$ cat config.mk
export PLATFORM = sky130hd
export DESIGN_NAME = cpu_program_sequencer
export DESIGN_NICKNAME = d
export VERILOG_FILES = /design/src/rtl/cpu_seq_pkg.sv /design/src/rtl/cpu_program_sequencer.sv
export SDC_FILE = /design/constraint.sdc
export NUM_CORES = 1
export LEC_CHECK = 0
export ABC_AREA = 1
export CORE_UTILIZATION = 31
export CTS_CLUSTER_SIZE = 20
export DETAILED_ROUTE_END_ITERATION = 12
export PLACE_DENSITY = 0.6
export SYNTH_ARGS = -nofsm -noshare
export SYNTH_HDL_FRONTEND = slang
export SYNTH_SLANG_ARGS = --single-unit
$ cat constraint.sdc
create_clock -name clk -period 2.3 [get_ports clk]
set_clock_uncertainty 0.2 [all_clocks]
set_input_delay 0.46 -clock clk [delete_from_list [all_inputs] [get_ports clk]]
set_output_delay 0.46 -clock clk [all_outputs]
set_load 0.02 [all_outputs]
$ cat src/rtl/cpu_seq_pkg.sv
`default_nettype none
// cpu_seq_pkg: opcodes, NOP encoding and FSM state type shared by the program sequencer.
// Rev 1.0

package cpu_seq_pkg;

    localparam logic [3:0] OPC_JMP  = 4'hC;
    localparam logic [3:0] OPC_JZ   = 4'hD;
    localparam logic [3:0] OPC_RSVD = 4'hE;
    localparam logic [3:0] OPC_HALT = 4'hF;

    localparam logic [7:0] CPU_NOP  = 8'h00;

    typedef enum logic [1:0] {
        ST_IDLE  = 2'd0,
        ST_FETCH = 2'd1,
        ST_EXEC  = 2'd2,
        ST_DONE  = 2'd3
    } seq_state_t;

    // Opcodes 0xC..0xF are handled by the sequencer and never reach the core.
    function automatic logic is_local_op(input logic [3:0] opc);
        return (opc == OPC_JMP) || (opc == OPC_JZ) ||
               (opc == OPC_RSVD) || (opc == OPC_HALT);
    endfunction

endpackage

`default_nettype wire

$ cat src/rtl/cpu_program_sequencer.sv
`default_nettype none
// cpu_program_sequencer: fetches instructions, issues ALU ops to the core, runs JMP/JZ/HALT locally.
// Rev 1.0

module cpu_program_sequencer
    import cpu_seq_pkg::*;
#(
    parameter int PC_W      = 4,
    parameter int INSN_W    = 8,
    parameter int MAX_INSNS = 255
) (
    input  logic              clk,
    input  logic              reset,
    input  logic              start,
    input  logic [PC_W-1:0]   start_pc,
    output logic              imem_req,
    output logic [PC_W-1:0]   imem_addr,
    input  logic [INSN_W-1:0] imem_rdata,
    input  logic              imem_valid,
    output logic [INSN_W-1:0] cpu_instruction,
    input  logic [7:0]        cpu_acc,
    output logic              busy,
    output logic              done,
    output logic              err,
    output logic [PC_W-1:0]   pc,
    output logic [7:0]        insn_count
);

    localparam int OPND_W = INSN_W - 4;

    seq_state_t        state;
    seq_state_t        state_nxt;
    logic [INSN_W-1:0] insn;
    logic [3:0]        opcode;
    logic [PC_W-1:0]   operand_pc;
    logic [PC_W-1:0]   pc_inc;
    logic [PC_W-1:0]   pc_nxt;
    logic [7:0]        count_inc;
    logic              is_halt;
    logic              is_alu;
    logic              watchdog;

    // Decode of the latched instruction; only meaningful while in EXEC.
    assign opcode     = insn[INSN_W-1 -: 4];
    assign operand_pc = PC_W'(insn[OPND_W-1:0]);
    assign pc_inc     = pc + PC_W'(1);
    assign is_halt    = (opcode == OPC_HALT);
    assign is_alu     = !is_local_op(opcode);
    assign count_inc  = (insn_count == 8'hFF) ? 8'hFF : insn_count + 8'd1;
    assign watchdog   = !is_halt && (int'(count_inc) >= MAX_INSNS);
    assign imem_addr  = pc;

    always_comb begin
        pc_nxt = pc_inc;
        case (opcode)
            OPC_JMP:  pc_nxt = operand_pc;
            OPC_JZ:   pc_nxt = (cpu_acc == 8'd0) ? operand_pc : pc_inc;
            OPC_HALT: pc_nxt = pc;
            default:  pc_nxt = pc_inc;
        endcase
    end

    always_ff @(posedge clk or negedge reset) begin
        if (!reset) begin
            state <= ST_IDLE;
        end else begin
            state <= state_nxt;
        end
    end

    // Outputs are decoded from state so an async reset forces them low at once.
    always_comb begin
        state_nxt       = state;
        imem_req        = 1'b0;
        busy            = 1'b1;
        done            = 1'b0;
        cpu_instruction = INSN_W'(CPU_NOP);
        case (state)
            ST_IDLE: begin
                busy = 1'b0;
                if (start) begin
                    state_nxt = ST_FETCH;
                end
            end
            ST_FETCH: begin
                imem_req = 1'b1;
                if (imem_valid) begin
                    state_nxt = ST_EXEC;
                end
            end
            ST_EXEC: begin
                if (is_alu) begin
                    cpu_instruction = insn;
                end
                state_nxt = (is_halt || watchdog) ? ST_DONE : ST_FETCH;
            end
            ST_DONE: begin
                done      = 1'b1;
                state_nxt = ST_IDLE;
            end
            default: state_nxt = ST_IDLE;
        endcase
    end

    always_ff @(posedge clk or negedge reset) begin
        if (!reset) begin
            pc         <= '0;
            insn_count <= 8'd0;
            insn       <= INSN_W'(CPU_NOP);
            err        <= 1'b0;
        end else begin
            case (state)
                ST_IDLE: begin
                    if (start) begin
                        pc         <= start_pc;
                        insn_count <= 8'd0;
                        err        <= 1'b0;
                    end
                end
                ST_FETCH: begin
                    if (imem_valid) begin
                        insn <= imem_rdata;
                    end
                end
                ST_EXEC: begin
                    insn_count <= count_inc;
                    pc         <= pc_nxt;
                    if (watchdog) begin
                        err <= 1'b1;
                    end
                end
                default: ;
            endcase
        end
    end

endmodule

`default_nettype wire

==> out/results.ini, run 1 <==
[worst_setup_path]
slowest_stage=dfrtp_1
path_class=flop to output port
critPathBufInv=2
worst_r2r_path_depth=11
reg2reg_from=insn_count[0]
path_cells=nor2_4 > inv_1 > nor3_1 > dlygate4sd2_1
critPathMaxFanout=9
end_kind=output port
arrival_ns=1.50
rr_endpoint=state[1]
cp_slowest_stage_delay_ns=0.43
r2r_setup_slack_ns=0.36
worstSetupStartpointType=flop
crit_family=buffers and inverters
required_ns=1.64

[synthesis]
synth_seq_cells=23
synthDistinctLibCells=31
synth_top_area_share_pct=40.7
syn-cell-area_sq_um=1410
yosys_warnings=0
synthTopCellsByArea=dfrtp_1 (41%), nand2_1 (10%), nor2_1 (5.8%)
synth_top_cell_by_area=dfrtp_1
syn_inst=187
synth_nets=213
yosysSeqAreaShare_pct=40.7
syn_avg_cell_area_sq_um=7.55

[power]
p_leak_nw=0.949
total_power_mw=2.05
peakVddDrop_v=0.000489
cellPowerDensity_nw_per_um2=1030

[min_path]
hold_end=err
hold_start=err
hold_class=flop to flop
holdPathStages=1

[finish]
final_common_cell=clkdlybuf4s50_1
layout-drive-gt1-share_pct=10.5
design_area_sq_um=1990
area.growth.synth_to_final_pct=41.0
n_antenna_cell=0
finalNetCount=265
final_cell_mix=clkdlybuf4s50_1 (42), nand2_1 (38), dfrtp_1 (23)

[global_route]
grt_max_degree=24
grt_remaining_overflow=0
grt_use_total_pct=15.0
grt_pass1_vias=1350
grt_pass1_wl_um=5950
grt_antenna_before_repair=0

[routing]
viasPerCell=4.56
ant_nets=0
first_pass_iters=4
drt_iter0_drc=58
num_vias=1322
wl_per_cell_um=11.3
drc=0
drt-total-wl_um=3280

[timing]
finalSetupViolations=0
hold_viol=0
slew_violations=0
maxSlewHeadroom_pct=79.5
fin_setup_tns_ns=0
post-route-period-util_pct=93.9
worstMarginPinSlew_ns=0.307
min_period_ns=2.16
fmax_ghz=0.463
rsz0062_at_grt=no

[placement]
postPlaceCellArea_sq_um=1950
place_congestion=0.776
port_buffers=51
dp_hpwl_um=2600

[status]
status=completed

[cts]
numClockSinks=23
clkLatencyLatePin_ns=0.26
clk_pin_slew_worst_paths_ns=0.08
h-tree-depth=1
cts_buffers=3
cts_tree=yes
clk_path_buf_depth=2
cts_setup_buffers=0
root_buffer=clkbuf_8

[floorplan]
rows=24
io_pins=52
dieArea_sq_um=4830
core_sq_um=4350
die_h_um=69.5
initial_utilization_pct=32.4
die_w_um=69.5

[run]
drv_cap=0

==> metrics by stage <==
step / worst slack [ns] / util, % / hold slack, ns / std cells
final: 0.140 / 45.7 / 0.304 / 290
after global routing: 0.0110 / 45.7 / 0.324 / 290
after CTS: 0.0517 / 45.7 / 0.308 / 290
after detailed placement: 0.152 / 44.9 / 0.288 / 286
after global placement: 0.222 / 44.9 / 0.285 / 286
after floorplan: 0.286 / - / -0.0356 / 187
==> logic make-up (layout without fill, tap and decap cells) <==
logic type               count (synthesis)  after routing  synth area share, %
AO/OA/AOI/OAI                           35             35                 13.6
XOR/XNOR                                 3              3                 1.86
adder cells (fa/ha/maj)                  2              2                 1.77
buffers and inverters                   32             83                 10.9
flip-flops                              23             23                 40.7
multiplexers                             2              2                 1.59
AND/OR/NAND/NOR                         90             90                 29.6
==> cell usage after synthesis <==
| cell type | count |
|---|---|
| dfrtp_1 | 23 |
| clkbuf_1 | 1 |
| o21ai_0 | 13 |
| nor3_1 | 6 |
| clkbuf_8 | 1 |
| o31ai_1 | 1 |
| ha_1 | 2 |
| nand2_1 | 38 |
| nand2_4 | 1 |
| xor2_1 | 1 |
| buf_6 | 1 |
| nor3_2 | 1 |
| o211ai_1 | 1 |
| a21oi_1 | 14 |
| o22ai_1 | 1 |
| nand2_2 | 3 |
| nor2_4 | 3 |
| buf_2 | 1 |
| inv_2 | 4 |
| o21ai_1 | 2 |
| mux2_2 | 2 |
| nand3_1 | 12 |
| o21a_1 | 1 |
| a21oi_2 | 2 |
| nand3_2 | 1 |
| xnor2_1 | 2 |
| nand4_1 | 2 |
| or2_2 | 1 |
| inv_1 | 20 |
| buf_4 | 4 |
| nor2_1 | 22 |
==> metal layers <==
metal	GRT usage [%]	share of wire (%)	vias up
li1	-	-	701
met1	20.0	48	587
met2	24.7	46	32
met3	3.92	4.5	2
met4	2.95	0.46	0
met5	0	0	-
==> area by class of cell <==
cell class              instances  area (sq um)
repair buffers                 55           533
fillers                       457          2360
clock buffers                   4          45.0
inverters                      24          90.1
well taps                      52          65.1
multi-input cells             132           683
flip-flops and latches         23           576
==> power by group <==
group | internal [mW] | switching, mW | total [mW]
Sequential | 0.541 | 0.140 | 0.682
Combinational | 0.482 | 0.634 | 1.12
Clock | 0.124 | 0.129 | 0.252
==> repair_timing <==
item	in CTS	in global routing
resized for setup	8	1
hold buffers	0	0
endpoints found under the setup margin	8	1
pin swaps	0	0
==> worst reg2reg max path, cell delays in order, from the launching register on <==
cell	delay [ns]
dfrtp_1	0.48
ha_1	0.28
nand2_2	0.09
nor2_4	0.13
nand2_4	0.09
nand2_1	0.08
nand2_1	0.06
nor2_1	0.10
nand3_1	0.09
nand2_1	0.08
nand2_1	0.06
a21oi_2	0.12
==> sequential cells by signal, summed over array words and instances (netlist names) <==
signal	count
imem_addr	4
err	1
insn_count	8
state	2
insn	8
==> how the worst max path moves through the flow <==
stage | from | endpoint | slack, ns | depth (start not counted)
2_1_floorplan | state[0] | cpu_instruction[0] | 0.29 | 4
3_3_place_gp | state[1] | cpu_instruction[2] | 0.22 | 5
3_5_place_dp | state[1] | cpu_instruction[2] | 0.15 | 5
4_1_cts | state[0] | imem_req | 0.05 | 3
5_1_grt | state[1] | cpu_instruction[2] | 0.01 | 5
6_report | state[0] | cpu_instruction[2] | 0.14 | 4
Note: power is estimated with default switching activity, not from simulation.
==> run 2: changes to the inputs <==
--- a/config.mk
+++ b/config.mk
@@ -5,11 +5,10 @@
 export SDC_FILE = /design/constraint.sdc
 export NUM_CORES = 1
 export LEC_CHECK = 0
-export ABC_AREA = 1
 export CORE_UTILIZATION = 31
 export CTS_CLUSTER_SIZE = 20
 export DETAILED_ROUTE_END_ITERATION = 12
-export PLACE_DENSITY = 0.6
+export PLACE_DENSITY = 0.61
 export SYNTH_ARGS = -nofsm -noshare
 export SYNTH_HDL_FRONTEND = slang
 export SYNTH_SLANG_ARGS = --single-unit
==> run 2 against run 1 <==
Net effect:
- register-to-register slack got worse by 0.10 ns
- critical endpoint is now cpu_instruction[4]
- highest routed layer unchanged
- non-clock buffer count increased by 6
- final cell count shrank 12%
- critical path type unchanged
- global-route usage is 2.5 points higher
- largest power group unchanged
- power rose by 4.7%
==> out/results.ini, run 2 <==
[status]
status=completed

[placement]
place_inst=250
dp_hpwl_um=2880
place_congestion=0.825
port_buffers=51
place_ws_ns=-0.119

[worst_setup_path]
required_ns=1.64
worst_r2r_path_depth=5
slowest_stage=dfrtp_1
path_class=flop to output port
arrival_ns=1.54
worstSetupStartpointType=flop
cp_slowest_stage_delay_ns=0.40
reg2reg_from=insn_count[0]
end_kind=output port
rr_endpoint=insn_count[2]
critPathMaxFanout=6
path_cells=nand2b_1 > a21oi_1 > buf_4 > and2_1 > clkdlybuf4s15_1
r2r_setup_slack_ns=0.26

[synthesis]
synthXorXnorAreaFrac_pct=1.89
synth_top_cell_by_area=dfrtp_1
synth_edf_count=0
synth_compound_area_share_pct=18.9
synthTopCellsByArea=dfrtp_1 (41%), mux2_2 (6.5%), a21oi_1 (5.4%)
syn_inst=150
synth_top_area_share_pct=41.5
synth_seq_cells=23
ys_async_sr_fraction_pct=100
synth.most_common_cell=dfrtp_1
synth-simple-area-share_pct=23.9
syn-cell-area_sq_um=1390
synthDistinctLibCells=40
synth-adder-area-share_pct=1.80
synth_nets=176
muxShareOfSynthArea_pct=7.21
synth_top_family_by_area=simple AND/OR/NAND/NOR gates
syn_avg_cell_area_sq_um=9.25
yosysSeqAreaShare_pct=41.5
synthTopCellsByCount=dfrtp_1 (23), a21oi_1 (15), nor2_1 (10)
synthFlopType=dfrtp_1
yosys_warnings=0

[routing]
num_vias=1343
viasPerCell=5.29
first_pass_iters=4
ant_nets=0
drc=0
drt_iter0_drc=105
wl_per_cell_um=14.7
drt-total-wl_um=3730

[finish]
n_antenna_cell=0
finalNetCount=231
final_cell_mix=clkdlybuf4s50_1 (40), dfrtp_1 (23), a21oi_1 (15)
area.growth.synth_to_final_pct=45.3
final_common_cell=clkdlybuf4s50_1
layout-drive-gt1-share_pct=12.3
stdcell_count=254

[global_route]
grt_use_total_pct=17.6
grt_antenna_before_repair=0
grt_pass1_vias=1286
grt_remaining_overflow=0
grt_max_degree=24
grt_pass1_wl_um=6120

[cts]
cts_buffers=3
numClockSinks=23
clkLatencyLatePin_ns=0.26
root_buffer=clkbuf_8
cts-hold-fix-buffers=0
h-tree-depth=1
clk_path_buf_depth=2
clk_pin_slew_worst_paths_ns=0.08
cts_resized=10
cts_tree=yes
cts_setup_buffers=0

[floorplan]
core_sq_um=4140
dieArea_sq_um=4750
die_h_um=68.9
die_w_um=68.9
rows=23
initial_utilization_pct=33.5
io_pins=52

[min_path]
hold_class=flop to flop
hold_start=err
hold_end=err
holdPathStages=2

[timing]
finalSetupViolations=0
hold_viol=0
worstMarginPinSlew_ns=0.422
min_period_ns=2.20
maxSlewHeadroom_pct=71.8
slew_violations=0
rsz0062_at_grt=no
fmax_ghz=0.454
setup_ws_ns=0.0972
fin_setup_tns_ns=0
post-route-period-util_pct=95.8

[power]
clkPwrFrac_pct=11.6
p_seq_share_pct=32.6
power_frac_comb_pct=55.8
p_sw_share_pct=41.2
peakVddDrop_v=0.000425
cellInternalPower_mw=1.26
cellPowerDensity_nw_per_um2=1060
total_power_mw=2.15
p_switching_mw=0.884
p_leak_nw=0.820

[run]
drv_cap=0

-- run 2: final cells by class --
cell class	instances	area, sq um
multi-input combinational	114	746
inverter	2	7.51
tap	50	62.6
timing repair buffer	61	579
fill	401	2130
sequential	23	576
clock buffer	4	45.0
-- run 2: through the flow --
| step | instance area, sq um | hold slack [ns] | utilization (%) |
|---|---|---|---|
| 5_1_grt | 2020 | 0.359 | 48.6 |
| 3_5_place_dp | 1980 | 0.313 | 47.7 |
| 3_3_place_gp | 1980 | 0.291 | 47.7 |
| 6_report | 2020 | 0.327 | 48.6 |
| 4_1_cts | 2010 | 0.333 | 48.5 |
| 2_1_floorplan | 1390 | -0.0356 | - |
-- run 2: how the worst max path moves through the flow --
stage                         end  slack, ns  cells after the start  startpoint
6_report       cpu_instruction[4]        0.1                      5    state[0]
5_1_grt        cpu_instruction[1]      0.005                      5    state[0]
4_1_cts                      done       0.05                      3    state[1]
3_5_place_dp         imem_addr[2]      -0.12                      5  cpu_acc[5]
3_3_place_gp         imem_addr[2]      -0.07                      5  cpu_acc[5]
2_1_floorplan  cpu_instruction[6]       0.26                      4    state[0]
-- run 2: routing by layer --
| layer | routed length (um) | share of wire (%) | GRT usage [%] | vias up |
|---|---|---|---|---|
| li1 | - | - | - | 656 |
| met1 | 1700 | 46 | 23.6 | 639 |
| met2 | 1800 | 48 | 28.2 | 44 |
| met3 | 183 | 4.9 | 2.80 | 4 |
| met4 | 49 | 1.3 | 6.63 | 0 |
| met5 | 0 | 0 | 0 | - |
-- run 2: cell families (layout without fill, tap and decap cells) --
logic type | Yosys count | in the layout
buf+inv | 13 | 67
xor+xnor | 3 | 3
fa+ha+maj | 2 | 2
mux | 9 | 9
compound gates | 42 | 42
flops | 23 | 23
simple gates | 58 | 58
-- run 2: critical path: cells and delay by family, from the launching register on --
kind            cells  cell delay (ns)
buf+inv             2             0.45
flops               1             0.40
simple gates        2             0.31
compound gates      1             0.13
-- run 2: power by group through the flow --
| stage | registers, mW | clock network (mW) | logic (mW) |
|---|---|---|---|
| after floorplan | 0.737 | 0 | 0.704 |
| after global placement | 0.697 | 0 | 1.21 |
| final | 0.699 | 0.249 | 1.20 |
| after detailed placement | 0.709 | 0 | 1.23 |
| after CTS | 0.700 | 0.260 | 1.20 |
| after global routing | 0.726 | 0.279 | 1.32 |
==> run 3: changes to the inputs <==
--- a/config.mk
+++ b/config.mk
@@ -9,6 +9,8 @@
 export CTS_CLUSTER_SIZE = 20
 export DETAILED_ROUTE_END_ITERATION = 12
 export PLACE_DENSITY = 0.61
+export SETUP_SLACK_MARGIN = 0.4
+export SKIP_CTS_REPAIR_TIMING = 1
 export SYNTH_ARGS = -nofsm -noshare
 export SYNTH_HDL_FRONTEND = slang
 export SYNTH_SLANG_ARGS = --single-unit
==> run 3 against run 2 <==
Net effect:
- final cell count rose by 0.39%
- worst hold slack got worse by 0.0097 ns
- clock power barely moved
- largest power group unchanged
- fmax rose by 8.8%
- critical path type unchanged
- die area did not move
- power rose by 6.1%
- global-route usage fell by 0.57 points
- via count rose by 0.60%
==> out/results.ini, run 3 (same netlist as run 2, synthesis figures left out) <==
[cts]
clk_path_buf_depth=2
cts_tree=yes
clk_pin_slew_worst_paths_ns=0.08
root_buffer=clkbuf_8
h-tree-depth=1
numClockSinks=23
cts_buffers=3
clkLatencyLatePin_ns=0.26

[routing]
ant_nets=0
drt_iter0_drc=56
drt-total-wl_um=3760
wl_per_cell_um=14.7
drc=0
first_pass_iters=4
num_vias=1351
viasPerCell=5.30

[power]
p_leak_nw=1.16
peakVddDrop_v=0.000491
cellPowerDensity_nw_per_um2=1040

[finish]
register_area_sq_um=577
layout-drive-gt1-share_pct=27.3
final_cell_mix=dlymetal6s2s_1 (25), dfrtp_1 (22), clkdlybuf4s50_1 (15)
fill_cells=369
final_common_cell=dlymetal6s2s_1
multi_input_area_sq_um=818
finalNetCount=232
area.growth.synth_to_final_pct=57.4
design_area_sq_um=2180
n_antenna_cell=0

[timing]
finalSetupViolations=0
rsz0062_at_grt=yes
min_period_ns=2.02
hold_viol=0
slew_violations=0
fin_setup_tns_ns=0
fmax_ghz=0.494
worstMarginPinSlew_ns=0.435
maxSlewHeadroom_pct=70.9
post-route-period-util_pct=88.0

[global_route]
grt_pass1_vias=1235
grt_antenna_before_repair=0
grt_remaining_overflow=0
grt_use_total_pct=17.0
grt_pass1_wl_um=5870
grt_max_degree=24

[worst_setup_path]
required_ns=1.64
end_kind=output port
path_class=flop to output port
critPathMaxFanout=6
arrival_ns=1.36
worstSetupStartpointType=flop
r2r_setup_slack_ns=0.49

[floorplan]
initial_utilization_pct=33.5
core_sq_um=4140
dieArea_sq_um=4750
die_h_um=68.9
rows=23
die_w_um=68.9
io_pins=52

[run]
drv_cap=0

[min_path]
hold_class=flop to flop

[status]
status=completed

[placement]
place_congestion=0.846
port_buffers=51
dp_hpwl_um=2780
postPlaceCellArea_sq_um=1980

[run 3: final timing paths]
kind / start / endpoint / cells after the start
hold / removal: err / err / 2
max in group asynchronous: reset / insn_count[0] / 2
min in group asynchronous: reset / insn[0] / 2
setup reg to reg: state[1] / insn[6] / 5
setup / recovery: state[0] / cpu_instruction[5] / 4
hold reg to reg: err / err / 2
[run 3: where the power goes]
group	switching, mW	total (mW)	internal [mW]
combinational	0.616	1.29	0.671
sequential	0.193	0.740	0.547
clock	0.128	0.249	0.121
[run 3: final cells by class]
class                   instances  share of cell area, %
inverters                       2                  0.515
clock inverters                 1                  0.229
repair buffers                 62                   30.6
flip-flops and latches         23                   26.4
clock buffers                   3                   1.89
multi-input cells             114                   37.5
well taps                      50                   2.86
[run 3: metrics by stage]
stage / std cells / hold WS (ns) / worst slack (ns) / total power, mW / util (%)
after floorplan: 150 / -0.0356 / 0.379 / 1.46 / -
after global placement: 246 / 0.291 / -0.0619 / 1.91 / 47.8
after detailed placement: 246 / 0.302 / -0.0773 / 1.93 / 47.8
after CTS: 250 / 0.322 / -0.237 / 2.18 / 48.9
after global routing: 255 / 0.361 / 0.193 / 2.45 / 52.7
final: 255 / 0.318 / 0.276 / 2.28 / 52.7
[run 3: worst max-delay path, cell delays in order (launching register included)]
cell	delay, ns
dfrtp_1	0.41
nand2b_4	0.17
a21oi_4	0.19
and2_2	0.17
clkbuf_2	0.17
[run 3: metal layers]
layer | part of all wire [%] | track usage (%) | routed length, um | vias up
met5 | 0 | 0 | 0 | -
met4 | 0.90 | 4.59 | 34 | 0
met3 | 5.9 | 3.78 | 221 | 2
met2 | 48 | 27.7 | 1810 | 41
met1 | 45 | 22.6 | 1700 | 646
li1 | - | - | - | 662
